<file path="config.mk">
export PLATFORM = sky130hd
export DESIGN_NAME = sar_adc_logic_param_xn
export DESIGN_NICKNAME = d
export VERILOG_FILES = /design/src/rtl/sar_adc_logic_param_xn.sv
export SDC_FILE = /design/constraint.sdc
export NUM_CORES = 1
export LEC_CHECK = 0
export BUFFER_PORTS_ARGS = -buffer_cell sky130_fd_sc_hd__buf_2
export CAP_MARGIN = 10
export CORE_MARGIN = 2
export CORE_UTILIZATION = 48
export DETAILED_ROUTE_END_ITERATION = 10
export PLACE_DENSITY = 0.72
export SLEW_MARGIN = 15
export SYNTH_ARGS = -nofsm -noshare
export SYNTH_HDL_FRONTEND = slang
export SYNTH_SLANG_ARGS = --single-unit
</file>
<file path="constraint.sdc">
create_clock -name CLK -period 4.83 [get_ports CLK]
set_input_delay 0.483 -clock CLK [delete_from_list [all_inputs] [get_ports CLK]]
set_output_delay 0.483 -clock CLK [all_outputs]
set_load 0.1 [all_outputs]
</file>
<file path="src/rtl/sar_adc_logic_param_xn.sv">
// sar_adc_logic_param_xn: multi-channel SAR conversion controller.
// NCH channels convert in lockstep with shared frame timing; each channel
// drives its own DAC weight word and resolves one bit per clock from COMP.
// Optional build macro SAR_ADC_CH_MASK_EN adds CH_MASK: masked channels keep
// WP at 0 for the frame and report a zero code.
//
// state  | meaning
// -------+-----------------------------------------------------------
// IDLE   | stopped; outputs at reset values, D held
// SAMPLE | sampling switch closed for SAMP_CYC cycles, WP cleared
// CONV   | one trial bit per cycle, MSB first (NBIT cycles)
// DONE   | DR pulse; result on D and still on WP
// WAIT   | frame-rate padding, WP cleared
module sar_adc_logic_param_xn #(
  parameter int NBIT     = 12,
  parameter int NCH      = 4,
  parameter int SAMP_CYC = 2,
  parameter int RATEW    = 2
) (
  input  logic                CLK,
  input  logic                RSTN,
  input  logic                EN,
  input  logic [RATEW-1:0]    SAMP_RATE_MUX,
  input  logic [NCH-1:0]      COMP,
`ifdef SAR_ADC_CH_MASK_EN
  input  logic [NCH-1:0]      CH_MASK,
`endif
  output logic [NCH*NBIT-1:0] WP,
  output logic [NCH*NBIT-1:0] D,
  output logic                DR,
  output logic                SAMP_analog,
  output logic                BUSY
);

  localparam int BASE     = SAMP_CYC + NBIT + 1;
  localparam int MAX_RATE = (1 << RATEW) - 1;
  localparam int MAX_WAIT = BASE * ((1 << MAX_RATE) - 1);
  localparam int CNTW     = $clog2(MAX_WAIT + BASE + 1);
  localparam int BITW     = (NBIT > 1) ? $clog2(NBIT) : 1;
  localparam logic [NBIT-1:0] MSB_ONE = {1'b1, {(NBIT-1){1'b0}}};

  typedef enum logic [2:0] {
    S_IDLE,
    S_SAMPLE,
    S_CONV,
    S_DONE,
    S_WAIT
  } state_t;

  state_t            state;
  state_t            next_state;
  logic [CNTW-1:0]   cnt;
  logic              cnt_load;
  logic [CNTW-1:0]   cnt_load_val;
  logic              cnt_tc;
  logic              samp_entry;
  logic [RATEW-1:0]  rate_q;
  logic [NCH-1:0]    mask_q;
  logic [CNTW-1:0]   wait_len;
  logic [BITW-1:0]   bit_idx;
  logic [NBIT-1:0]   wp_q [NCH];
  logic [NBIT-1:0]   d_q  [NCH];

  assign cnt_tc     = (cnt == '0);
  assign samp_entry = (next_state == S_SAMPLE) && (state != S_SAMPLE);
  // In CONV the down-counter value is the trial bit position.
  assign bit_idx    = BITW'(cnt);
  assign wait_len   = CNTW'(BASE * ((1 << rate_q) - 1));

  // State register.
  always_ff @(posedge CLK or negedge RSTN) begin
    if (!RSTN) state <= S_IDLE;
    else       state <= next_state;
  end

  // Shared phase timer: loaded on phase entry, terminal count at zero.
  always_ff @(posedge CLK or negedge RSTN) begin
    if (!RSTN)              cnt <= '0;
    else if (cnt_load)      cnt <= cnt_load_val;
    else if (cnt != '0)     cnt <= cnt - CNTW'(1);
  end

  // Next-state and timer-load decode; EN is only honoured at frame boundaries.
  always_comb begin
    next_state   = state;
    cnt_load     = 1'b0;
    cnt_load_val = '0;
    case (state)
      S_IDLE: begin
        if (EN) begin
          next_state   = S_SAMPLE;
          cnt_load     = 1'b1;
          cnt_load_val = CNTW'(SAMP_CYC - 1);
        end
      end
      S_SAMPLE: begin
        if (cnt_tc) begin
          next_state   = S_CONV;
          cnt_load     = 1'b1;
          cnt_load_val = CNTW'(NBIT - 1);
        end
      end
      S_CONV: begin
        if (cnt_tc) next_state = S_DONE;
      end
      S_DONE: begin
        if (wait_len != '0) begin
          next_state   = S_WAIT;
          cnt_load     = 1'b1;
          cnt_load_val = wait_len - CNTW'(1);
        end else if (EN) begin
          next_state   = S_SAMPLE;
          cnt_load     = 1'b1;
          cnt_load_val = CNTW'(SAMP_CYC - 1);
        end else begin
          next_state   = S_IDLE;
        end
      end
      S_WAIT: begin
        if (cnt_tc) begin
          if (EN) begin
            next_state   = S_SAMPLE;
            cnt_load     = 1'b1;
            cnt_load_val = CNTW'(SAMP_CYC - 1);
          end else begin
            next_state   = S_IDLE;
          end
        end
      end
      default: next_state = S_IDLE;
    endcase
  end

  // Frame configuration is latched at SAMPLE entry so mid-frame changes wait a frame.
  always_ff @(posedge CLK or negedge RSTN) begin
    if (!RSTN)           rate_q <= '0;
    else if (samp_entry) rate_q <= SAMP_RATE_MUX;
  end

`ifdef SAR_ADC_CH_MASK_EN
  // Channel mask captured alongside the rate select.
  always_ff @(posedge CLK or negedge RSTN) begin
    if (!RSTN)           mask_q <= '0;
    else if (samp_entry) mask_q <= CH_MASK;
  end
`else
  assign mask_q = '0;
`endif

  // Per-channel successive approximation and result capture.
  always_ff @(posedge CLK or negedge RSTN) begin
    if (!RSTN) begin
      for (int c = 0; c < NCH; c++) begin
        wp_q[c] <= '0;
        d_q[c]  <= '0;
      end
      DR <= 1'b0;
    end else begin
      DR <= 1'b0;
      for (int c = 0; c < NCH; c++) begin
        case (state)
          S_SAMPLE: wp_q[c] <= (cnt_tc && !mask_q[c]) ? MSB_ONE : '0;
          S_CONV: begin
            if (!mask_q[c]) begin
              wp_q[c][bit_idx] <= COMP[c];
              if (bit_idx != '0) wp_q[c][bit_idx - BITW'(1)] <= 1'b1;
            end
          end
          default: wp_q[c] <= '0;
        endcase
        if (state == S_CONV && cnt_tc)
          d_q[c] <= mask_q[c] ? '0 : {wp_q[c][NBIT-1:1], COMP[c]};
      end
      if (state == S_CONV && cnt_tc) DR <= 1'b1;
    end
  end

  for (genvar c = 0; c < NCH; c++) begin : g_pack
    assign WP[c*NBIT +: NBIT] = wp_q[c];
    assign D[c*NBIT +: NBIT]  = d_q[c];
  end

  assign SAMP_analog = (state == S_SAMPLE);
  assign BUSY        = (state != S_IDLE);

endmodule
</file>
## Yosys cells after proc, flatten, opt, wreduce, memory -nomap -nowiden

Index checks and enable logic that the tools add are counted.

- Input bits: 9
- Register bits: 109
- Logic and storage cells: 80
- Output and inout bits: 99

- Reduce and logical (&&, ||, !) cells: 11
- Eq/ne operators: 6
- Magnitude comparators: 4
- Shifts and indexed selects: 1
- Add/subtract/negate cells: 4
- $mul: 1
- Bitwise gates (word level): 4
- Multiplexer cells: 37

Operators with widths:

| operator | number |
|---|---|
| 12-bit case mux with 2 select lines | 4 |
| 12-bit two-way mux | 5 |
| 12-bit bitwise mux | 4 |
| 12-bit OR | 4 |
| 5-bit by 32-bit multiplier with 7-bit output (first input constant) | 1 |
| 1-bit by 2-bit left shift with 32-bit output (first input constant) | 1 |
| 32-bit by 2-bit subtractor with 32-bit output (second input constant) | 1 |
| 7-bit two-way mux | 4 |
| 7-bit case mux with 4 select lines | 1 |
| 3-bit two-way mux | 5 |
| 3-bit case mux with 5 select lines | 1 |
| 7-bit nonzero test | 2 |
| 7-bit by 1-bit subtractor with 7-bit output (second input constant) | 2 |
| 4-bit by 5-bit less-than comparator with 1-bit output (second input constant) | 2 |
| 1-bit two-way mux | 9 |
| 1-bit demux with 4-bit select | 2 |
| 4-bit by 1-bit >= comparator with 1-bit output (second input constant) | 2 |
| 7-bit zero test | 1 |
| 3-bit by 1-bit equality test with 1-bit output (second input constant) | 2 |
| 3-bit by 2-bit equality test with 1-bit output (second input constant) | 2 |
| 1-bit logical AND | 4 |
| 4-bit two-way mux | 1 |
| 1-bit case mux with 4 select lines | 1 |
| 4-bit nonzero test | 1 |
| 6 further kinds | 6 |

## Logic depth before layout (Yosys ltp)

Gate-level depths: netlist (run 1).

- Word-level depth: 8
- Gate-level depth with buffers: 9
- Depth with buffers taken out: 7

## Worst setup path after synthesis (run 1)

No wires, ideal clock.

- Path kind: flip-flop to flip-flop
- Start point: register state[0]
- End point: register wp_q, in the netlist WP[23]
- Library setup time: 0.079 ns
- Buffers on the path: 1
- Stages on the path, launching flop included: 6
- Clock period less this slack: 3.479 ns
- Data required time: 4.751 ns
- Arrival time: 3.401 ns
- Slack: 1.351 ns
- Cell sequence: dfrtp_1 > clkbuf_1 > nor3b_1 > and2_1 > a21oi_1 > a21oi_1

- Word-level cells in the longest chain between the ends: 2
- Elaborated cells on any way between the ends: 3
- Classes of those cells: 2 x eq/ne; 1 x mux

Ends and longest elaborated chain:

| item | line | RTL |
|---|---|---|
| start: declaration | 50 | `state_t state;` |
| start signal: assignment | 73 | `else state <= next_state;` |
| 3-bit by 1-bit equality test with 1-bit output | n/a |  |
| net SAMP_analog | 31 | `output logic SAMP_analog,` |
| 12-bit case mux with 2 select lines | 161 | `case (state)` |
| end signal: indexed assignment | 162 | `S_SAMPLE: wp_q[c] <= (cnt_tc && !mask_q[c]) ? MSB_ONE : '0;` |
| end signal: indexed assignment | 165 | `wp_q[c][bit_idx] <= COMP[c];` |
| end: declaration | 61 | `logic [NBIT-1:0] wp_q [NCH];` |

The timed path passes the listed nets, and every way through them passes these cells.
A chain may end at the register's enable or synchronous reset.

## Worst setup path after layout (run 1)

- Start point: register cnt[0]
- End point: register d_q, in the netlist D[23]

- Word-level cells in the longest chain between the ends: 2

Ends and longest elaborated chain:

| item | line | RTL |
|---|---|---|
| start: declaration | 52 | `logic [CNTW-1:0] cnt;` |
| start signal: assignment | 79 | `else if (cnt_load) cnt <= cnt_load_val;` |
| start signal: assignment | 80 | `else if (cnt != '0) cnt <= cnt - CNTW'(1);` |
| 7-bit zero test | 64 | `assign cnt_tc = (cnt == '0);` |
| 1-bit logical AND | 171 | `if (state == S_CONV && cnt_tc)` |
| end signal: indexed assignment | 172 | `d_q[c] <= mask_q[c] ? '0 : {wp_q[c][NBIT-1:1], COMP[c]};` |
| end: declaration | 62 | `logic [NBIT-1:0] d_q [NCH];` |

Every way passes these cells.

==> flow_summary.ini, run 1 <==
[routing]
vias = 3360
first_iter_violations = 114
ant_nets = 0
via_per_inst = 5.38
finalWirelength_mm = 10.5
first_pass_iters = 4
wl_per_cell_um = 16.8
drc = 0

[sta]
finalCriticalPeriod_ns = 3.33
final.setup_skew_ns = 0.0158
finalSetupViolCount = 0
fmax_mhz = 300
fin_setup_tns_ns = 0
hold_violations = 0
finalCritPeriodShare = 0.690
slew_violations = 0
rsz0062_at_grt = false
slew_headroom = 0.406
worst_pin_slew_ns = 0.889

[global_route]
antenna_found_initial = 0
overflow = 0
grt_usage = 0.196
grt_pass1_wl_mm = 17.0
grt_pass1_vias = 3199
grt_max_degree = 69

[final_layout]
area_growth_pct = 16.6
final_cells = 624
final_net_count = 505
num_antenna_cells = 0
drive_gt1_frac = 0.377
nFillCells = 848

[power]
pwr-share-seq = 0.445
ir_worst_vdd_mv = 0.339
power_frac_comb = 0.332
p_sw_uw = 944
power_density_nw_per_um2 = 420
sw_frac_of_total = 0.397
clockPowerShare = 0.223
p_leak_uw = 0.00321
intPower_uw = 1430

[logic_synthesis]
synth.avg_cell_area_sq_um = 12.5
yosys-top-cells-area = dfrtp_1 56%, mux2_2 9.7%, mux2i_1 9.3%
synthTopCellsByCount = 109 x dfrtp_1, 49 x a21oi_1, 45 x mux2i_1
synth_compound_gate_area_share = 0.0925
async_reset_ff_frac = 1.00
synth_top_family_by_area = multiplexers
synth_fa_ha_area_frac = 0.0258
syn-num-nets = 406
ys_types = 41
synth_edf_count = 0
synth_xor_xnor_area_share = 0.00541
synthFlopType = dfrtp_1
mappedNetlistArea_sq_um = 4850
synth.area.mux_share = 0.218
synth_top_area_frac = 0.562
postSynthCellCount = 387
synth.most_common_cell = dfrtp_1
synth_simple_gate_area_frac = 0.0683
synth_top_cell_by_area = dfrtp_1
ys_ff_latch = 109
yosysWarnings = 0
synth_seq_area_share = 0.562

[placement]
globalplace.congestion = 0.812
dp_hpwl_mm = 7.42
io_buffers = 107
place_inst = 608

[floorplanning]
die_area_sq_um = 10900
fp.dieW_um = 105
io_pins = 108
initial_core_util = 0.497
core_area_sq_um = 9770
rows = 36
die_h_um = 105

[setup_path]
cp_data_required_time_ns = 5.08
startpoint_type = register
worstPathMaxFanout = 28
critPathKind = reg -> reg
cp.arrival_ns = 3.58
endpoint_kind = register

[clock_network]
cts_inserted_buffers = 9
clkTransAtPathRegs_ns = 0.10
post_cts_resized = 0
cts_buffer_depth = 2
tritoncts = built
htreeDepth = 3
cts.sink_count = 109
insertion_delay_ns = 0.37
post_cts_buffers = 0
cts.hold.buffers_added = 0
cts-root-buf = clkbuf_8

[run_status]
status = complete, no violations

[min_path]
hp-class = in -> async

[flow_run]
drv_cap = 0
==> power groups by stage <==
stage          Sequential [uW]  Clock [uW]  Combinational [uW]
2_1_floorplan             1090           0                 611
3_3_place_gp              1070           0                 774
3_5_place_dp              1080           0                 783
4_1_cts                   1060         543                 791
5_1_grt                   1070         579                 862
6_report                  1060         529                 790
==> cell type report <==
| cell class | instances | area (sq um) | share of cell area |
|---|---|---|---|
| flip-flops and latches | 109 | 2730 | 0.482 |
| multi-input cells | 249 | 1990 | 0.352 |
| repair buffers | 109 | 553 | 0.0977 |
| well taps | 133 | 166 | 0.0294 |
| clock buffers | 10 | 138 | 0.0243 |
| clock inverters | 6 | 53.8 | 0.00951 |
| inverters | 8 | 30.0 | 0.00531 |
==> worst paths after layout <==
path                            cells after the start        startpoint   endpoint  slack [ns]
min in group CLK                                    2  SAMP_RATE_MUX[1]  rate_q[1]        0.35
worst min-delay path                                1              RSTN     WP[12]        0.21
max in group asynchronous                           2              RSTN      D[33]        3.54
worst min register to register                      1             D[41]      D[41]        0.51
worst max-delay path                                7            cnt[0]      D[23]        1.50
worst max register to register                      7            cnt[0]      D[23]        1.50
==> cell families (layout without fill, tap and decap cells) <==
family	Yosys count	after routing
simple gates	64	64
xor+xnor	3	3
fa+ha+maj	10	10
compound gates	76	76
mux	96	96
buf+inv	29	133
flops	109	109
==> layer usage <==
metal	vias up	track usage	wire (um)
met2	98	0.313	5010
met1	1679	0.277	4810
met4	0	0.0608	147
met5	-	0	0
met3	10	0.0318	545
li1	1573	-	-
==> state kept, by name, summed over array words and instances, names as in the netlist <==
name    flops
state       3
DR          1
D          48
rate_q      2
cnt         7
WP         48
==> critical path, stage by stage (launching register included) <==
cell and delay [ns]:
dfrtp_1 0.44, inv_1 0.19, ha_1 0.40, or3b_1 0.55, nor4_4 0.40, nand2_2 0.46, buf_4 0.43, mux2_2 0.32
==> metrics by stage <==
step	total power (uW)	hold WS, ns	setup slack (ns)	util	area, sq um
2_1_floorplan	1700	0.187	1.35	-	4850
3_3_place_gp	1850	0.485	1.66	0.559	5470
3_5_place_dp	1860	0.487	1.49	0.559	5470
4_1_cts	2390	0.242	1.48	0.579	5660
5_1_grt	2510	0.268	1.23	0.579	5660
6_report	2380	0.215	1.50	0.579	5660
==> cell usage in the layout (no fill, tap or decap), types with 2 or more instances in the layout <==
| cell type | Yosys | layout |
|---|---|---|
| dfrtp_1 | 109 | 109 |
| buf_2 | 0 | 106 |
| a21oi_1 | 49 | 49 |
| mux2i_1 | 45 | 45 |
| mux2_2 | 42 | 42 |
| nand2_1 | 25 | 25 |
| nor2_1 | 12 | 12 |
| ha_1 | 10 | 10 |
| clkbuf_8 | 0 | 10 |
| mux2_4 | 9 | 9 |
| inv_1 | 8 | 8 |
| o21ai_0 | 8 | 8 |
| nand3_1 | 5 | 5 |
| nor2b_1 | 4 | 4 |
| nand2b_1 | 4 | 4 |
| o221a_2 | 4 | 4 |
| xnor2_1 | 3 | 3 |
| o31ai_1 | 3 | 3 |
| clkinv_4 | 0 | 3 |
| buf_4 | 1 | 3 |
| nor3b_1 | 2 | 2 |
| or3_1 | 2 | 2 |
| and2_1 | 2 | 2 |
| o211ai_1 | 2 | 2 |
(Power assumes the default switching activity.)
==> inputs of run 2 (changes only) <==
--- a/config.mk
+++ b/config.mk
@@ -5,12 +5,13 @@
 export SDC_FILE = /design/constraint.sdc
 export NUM_CORES = 1
 export LEC_CHECK = 0
+export ABC_AREA = 1
 export BUFFER_PORTS_ARGS = -buffer_cell sky130_fd_sc_hd__buf_2
 export CAP_MARGIN = 10
 export CORE_MARGIN = 2
 export CORE_UTILIZATION = 48
 export DETAILED_ROUTE_END_ITERATION = 10
-export PLACE_DENSITY = 0.72
+export PLACE_DENSITY = 0.75
 export SLEW_MARGIN = 15
 export SYNTH_ARGS = -nofsm -noshare
 export SYNTH_HDL_FRONTEND = slang
==> constraint.sdc (replaced) <==
create_clock -name CLK -period 2.8 [get_ports CLK]
set_input_delay 0.28 -clock CLK [delete_from_list [all_inputs] [get_ports CLK]]
set_output_delay 0.28 -clock CLK [all_outputs]
set_load 0.1 [all_outputs]
==> run 2 against run 1 <==
  * Worst hold slack lost 0.25 ns
  * Worst setup slack lost 1.1 ns
  * Critical path type unchanged
  * Largest power group unchanged
  * Via count grew 20%
  * Critical path depth grew 2
  * The flow now finishes with violations (hold timing)
  * Largest cell class unchanged
  * Highest routed layer unchanged
  * Power grew 34%
==> flow_summary.ini, run 2 <==
[run_status]
status = finished, violations left
failed_checks = hold timing

[floorplanning]
core_area_sq_um = 10200
die_h_um = 106
die_area_sq_um = 11200
initial_core_util = 0.487
rows = 37
io_pins = 108
fp.dieW_um = 106

[sta]
slew_headroom = 0.372
timing.hold.ws_ns = -0.0363
hold_violations = 27
fmax_mhz = 417
fin_setup_tns_ns = 0
worst_pin_slew_ns = 0.941
finalCritPeriodShare = 0.857
finalCriticalPeriod_ns = 2.40
rsz0062_at_grt = false
finalSetupViolCount = 0
slew_violations = 0
fin_ws_ns = 0.402
final.setup_skew_ns = 0.00805

[routing]
vias = 4022
ant_nets = 0
drc = 0
first_pass_iters = 5
first_iter_violations = 231
finalWirelength_mm = 11.9
via_per_inst = 5.05
wl_per_cell_um = 14.9

[power]
power_frac_comb = 0.180
power_density_nw_per_um2 = 553
pwr-share-seq = 0.518
clockPowerShare = 0.302
sw_frac_of_total = 0.326
intPower_uw = 2150
p_leak_uw = 0.00310
p_sw_uw = 1040
ir_worst_vdd_mv = 0.243

[final_layout]
num_antenna_cells = 0
final_net_count = 675
most-common-layout-cells = 140 x nand2_1, 109 x dfrtp_1, 106 x buf_2, 62 x inv_1, 54 x o21ai_0
nFillCells = 959
mostFrequentLayoutCell = nand2_1
area_growth_pct = 16.4
drive_gt1_frac = 0.253

[setup_path]
slowest_delay_ns = 0.72
critPathKind = reg -> reg
endpoint_kind = register
r2r_slack_ns = 0.40
cp_slowest_cell = buf_4
cp_data_required_time_ns = 3.08
r2r_cells = 9
timing.rr.start = cnt[0]
crit_chain = inv_1 -> ha_1 -> nand2_4 -> nor2_8 -> nand2_4 -> buf_4 -> inv_2 -> nand2_1 -> nand2_1
startpoint_type = register
cpLargestDelayFamily = buffers and inverters
cp.depth = 9
worstPathMaxFanout = 91
r2r_end = D[47]
cp.arrival_ns = 2.67
critPathBufInv = 3

[clock_network]
clkTransAtPathRegs_ns = 0.10
cts_buffer_depth = 2
tritoncts = built
cts.sink_count = 109
cts.hold.buffers_added = 0
cts-root-buf = clkbuf_8
post_cts_buffers = 0
htreeDepth = 3
post_cts_resized = 0
cts_inserted_buffers = 9
insertion_delay_ns = 0.38

[flow_run]
drv_cap = 0

[logic_synthesis]
mappedNetlistArea_sq_um = 4960
ys_ff_latch = 109
postSynthCellCount = 553
synthFlopType = dfrtp_1
async_reset_ff_frac = 1.00
synth_edf_count = 0
yosysWarnings = 0
syn-num-nets = 572
yosys-top-cells-area = dfrtp_1 55%, nand2_1 11%, o21ai_0 5.4%
synth.most_common_cell = nand2_1
synth_seq_area_share = 0.550
ys_types = 31
synth_top_area_frac = 0.550
synth.avg_cell_area_sq_um = 8.97
synthTopCellsByCount = 140 x nand2_1, 109 x dfrtp_1, 62 x inv_1
synth_top_cell_by_area = dfrtp_1

[placement]
globalplace.congestion = 0.848
dp_slack_ns = 0.438
io_buffers = 107
dp_hpwl_mm = 8.34

[global_route]
antenna_found_initial = 0
grt_usage = 0.222
grt_pass1_wl_mm = 19.5
overflow = 0
grt_max_degree = 92
grt_pass1_vias = 3883

[min_path]
hp-class = in -> async
-- run 2: cell count changes after synthesis, sizes merged, moves of 5 or more --
cell / previous run / this run
a21oi: 49 / 54
buf: 4 / 10
clkbuf: 17 / 10
inv: 8 / 64
mux2: 51 / 0
mux2i: 45 / 0
nand2: 26 / 145
nand3: 5 / 21
nor2: 12 / 22
o21ai: 9 / 97
-- run 2: routing by layer --
metal | share of wire | up-vias | track usage | routed length (um)
met1 | 0.44 | 1879 | 0.298 | 5220
met3 | 0.063 | 20 | 0.0489 | 742
met2 | 0.48 | 125 | 0.352 | 5700
met5 | 0 | - | 0 | 0
met4 | 0.017 | 0 | 0.0893 | 197
li1 | - | 1998 | - | -
-- run 2: area by class of cell --
cell class / count / area (sq um) / area share
inverters: 64 / 240 / 0.0416
repair buffers: 112 / 576 / 0.0997
clock buffers: 10 / 138 / 0.0238
well taps: 136 / 170 / 0.0295
clock inverters: 6 / 62.6 / 0.0108
flip-flops and latches: 109 / 2730 / 0.472
multi-input cells: 360 / 1860 / 0.322
-- run 2: worst max-delay path by stage --
| stage | slack, ns | startpoint | end |
|---|---|---|---|
| 2_1_floorplan | 0.04 | state[2] | rate_q[0] |
| 3_3_place_gp | 0.52 | cnt[0] | D[12] |
| 3_5_place_dp | 0.44 | cnt[0] | D[47] |
| 4_1_cts | 0.42 | cnt[0] | D[47] |
| 5_1_grt | 0.22 | cnt[0] | D[35] |
| 6_report | 0.40 | cnt[0] | D[47] |
-- run 2: cell families (layout without fill, tap and decap cells) --
group / Yosys count / after routing / share of synthesized area
flops: 109 / 109 / 0.550
compound gates: 153 / 153 / 0.170
buf+inv: 84 / 192 / 0.0761
simple gates: 196 / 196 / 0.177
xor+xnor: 1 / 1 / 0.00177
fa+ha+maj: 10 / 10 / 0.0252
-- run 2: power groups by stage --
stage | clock network [uW] | registers (uW) | logic [uW]
3_5_place_dp | 0 | 1690 | 575
4_1_cts | 987 | 1650 | 577
6_report | 967 | 1650 | 575
2_1_floorplan | 0 | 1940 | 186
5_1_grt | 1060 | 1660 | 617
3_3_place_gp | 0 | 1680 | 566
-- run 2: per-stage QoR --
step	instance area [sq um]	utilization	power [uW]	hold WS [ns]	instances
floorplan	4960	-	2130	-0.0156	553
finish	5780	0.567	3200	-0.0363	797
global route	5780	0.567	3340	0.0295	797
detailed placement	5580	0.547	2260	0.411	781
global placement	5580	0.547	2250	0.387	781
CTS	5780	0.567	3220	0.000278	797
==> inputs of run 3 (changes only) <==
--- a/config.mk
+++ b/config.mk
@@ -11,7 +11,7 @@
 export CORE_MARGIN = 2
 export CORE_UTILIZATION = 48
 export DETAILED_ROUTE_END_ITERATION = 10
-export PLACE_DENSITY = 0.75
+export PLACE_DENSITY = 0.72
 export SLEW_MARGIN = 15
 export SYNTH_ARGS = -nofsm -noshare
 export SYNTH_HDL_FRONTEND = slang
==> constraint.sdc (replaced) <==
create_clock -name CLK -period 2.4 [get_ports CLK]
set_input_delay 0.24 -clock CLK [delete_from_list [all_inputs] [get_ports CLK]]
set_output_delay 0.24 -clock CLK [all_outputs]
set_load 0.1 [all_outputs]
==> run 3 against run 2 <==
  * The run now ends clean
  * Critical path type unchanged
  * Die area stayed put
  * Wire length up 0.14%
  * Largest cell class unchanged
  * Highest routed layer unchanged
  * Cell count stayed put
  * Non-clock buffer count is the same
  * Utilization rose by 0.11 points
  * Flip-flop and latch count did not move
  * Global-route usage shrank 0.27 points
  * Sequential power increased by 17%
  * Worst hold slack better by 0.095 ns
  * Fmax is 17% higher
==> flow_summary.ini, run 3 (synthesis gave the netlist of run 2 again) <==
[sta]
worst_pin_slew_ns = 0.573
finalSetupViolCount = 0
slew_violations = 0
fin_setup_tns_ns = 0
final.setup_skew_ns = 0.00973
fin_ws_ns = 0.347
rsz0062_at_grt = false
finalCriticalPeriod_ns = 2.05
hold_violations = 0
fmax_mhz = 487
slew_headroom = 0.618
finalCritPeriodShare = 0.855

[global_route]
grt_usage = 0.219
overflow = 0
grt_max_degree = 68
antenna_found_initial = 0
grt_pass1_wl_mm = 19.1
grt_pass1_vias = 3694

[routing]
first_pass_iters = 4
route.layer.met1.wl_mm = 5.53
wl_per_cell_um = 14.9
highest_layer = met4
ant_nets = 0
wl_met2_mm = 5.47
first_iter_violations = 297
via_per_inst = 4.99
finalWirelength_mm = 11.9
vias = 3978
wl_met3_um = 663
drc = 0

[setup_path]
endpoint_kind = register
startpoint_type = register
cp_data_required_time_ns = 2.66
cp.arrival_ns = 2.32
worstPathMaxFanout = 48
critPathKind = reg -> reg

[power]
power_frac_comb = 0.186
p_leak_uw = 0.00311
clockPowerShare = 0.280
sw_frac_of_total = 0.333
pwr-share-seq = 0.534
intPower_uw = 2410
ir_worst_vdd_mv = 0.252
power_density_nw_per_um2 = 625
p_sw_uw = 1200

[floorplanning]
io_pins = 108
initial_core_util = 0.487
fp.dieW_um = 106
core_area_sq_um = 10200
die_h_um = 106
die_area_sq_um = 11200
rows = 37

[clock_network]
tritoncts = built
insertion_delay_ns = 0.38
cts_inserted_buffers = 9
cts_buffer_depth = 2
cts-root-buf = clkbuf_8
cts.sink_count = 109
post_cts_buffers = 0
htreeDepth = 3
clkTransAtPathRegs_ns = 0.10

[final_layout]
finish.utilization = 0.568
most-common-layout-cells = 140 x nand2_1, 109 x dfrtp_1, 106 x buf_2, 62 x inv_1, 54 x o21ai_0
num_antenna_cells = 0
final_net_count = 675
nFillCells = 931
drive_gt1_frac = 0.250
mostFrequentLayoutCell = nand2_1
area_growth_pct = 16.6

[placement]
globalplace.congestion = 0.849
dp_slack_ns = 0.370
io_buffers = 107
dp_hpwl_mm = 8.35

[flow_run]
drv_cap = 0

[run_status]
status = complete, no violations

[min_path]
hp-class = in -> reg
run 3: cell count changes in the layout (fill, tap and decap cells not counted):
| cell | change |
|---|---|
| buf_12 | +3 |
| buf_4 | -4 |
| bufinv_16 | -1 |
| clkbuf_1 | +2 |
| clkinv_2 | +1 |
| clkinv_4 | +1 |
| clkinvlp_4 | -3 |
| dlygate4sd3_1 | +1 |
| nor2_1 | -1 |
| nor2_2 | +1 |
run 3: routing by layer:
metal,up-vias,track usage
li1,2000,-
met3,20,0.0445
met1,1850,0.308
met5,-,0
met4,0,0.0780
met2,108,0.340
run 3: critical path: stages (launching register included):
cell and delay [ns]:
dfrtp_1 0.45, inv_1 0.19, ha_1 0.32, nand2_4 0.17, nor2_8 0.20, nand2_4 0.19, buf_12 0.25, nand2_1 0.08
o21ai_0 0.07
run 3: what timing repair did:
action,in CTS,in global routing
resized for setup,0,0
hold buffers,1,0
hold endpoints to repair,42,0
run 3: path summary, 6_finish.rpt:
path                                  start        end  slack, ns  cells after the start
max in group asynchronous              RSTN     WP[10]       1.25                      3
hold reg to reg                       D[35]      D[35]       0.48                      2
min in group asynchronous              RSTN       D[3]       0.40                      2
setup reg to reg                     cnt[0]      D[38]       0.35                      8
setup / recovery                     cnt[0]      D[38]       0.35                      8
hold / removal             SAMP_RATE_MUX[1]  rate_q[1]       0.06                      3
run 3: layout make-up:
class | instances | area [sq um] | area share
Timing Repair Buffer | 112 | 616 | 0.106
Tap cell | 136 | 170 | 0.0294
Inverter | 64 | 240 | 0.0415
Sequential cell | 109 | 2730 | 0.471
Clock inverter | 4 | 23.8 | 0.00411
Multi-Input combinational cell | 360 | 1860 | 0.322
Clock buffer | 12 | 145 | 0.0251
run 3: per-stage QoR:
step	area, sq um	cells	hold slack (ns)	total power [uW]
after detailed placement	5610	780	0.280	2640
after global placement	5610	780	0.270	2630
final	5790	797	0.0590	3620
after global routing	5790	797	0.0699	3760
after floorplan	4960	553	-0.0556	2480
after CTS	5790	797	0.0488	3650
run 3: power groups by stage:
| stage | clock, uW | combinational [uW] | sequential [uW] |
|---|---|---|---|
| 3_3_place_gp | 0 | 663 | 1970 |
| 6_report | 1010 | 672 | 1930 |
| 4_1_cts | 1040 | 675 | 1930 |
| 5_1_grt | 1100 | 721 | 1940 |
| 2_1_floorplan | 0 | 217 | 2260 |
| 3_5_place_dp | 0 | 673 | 1970 |
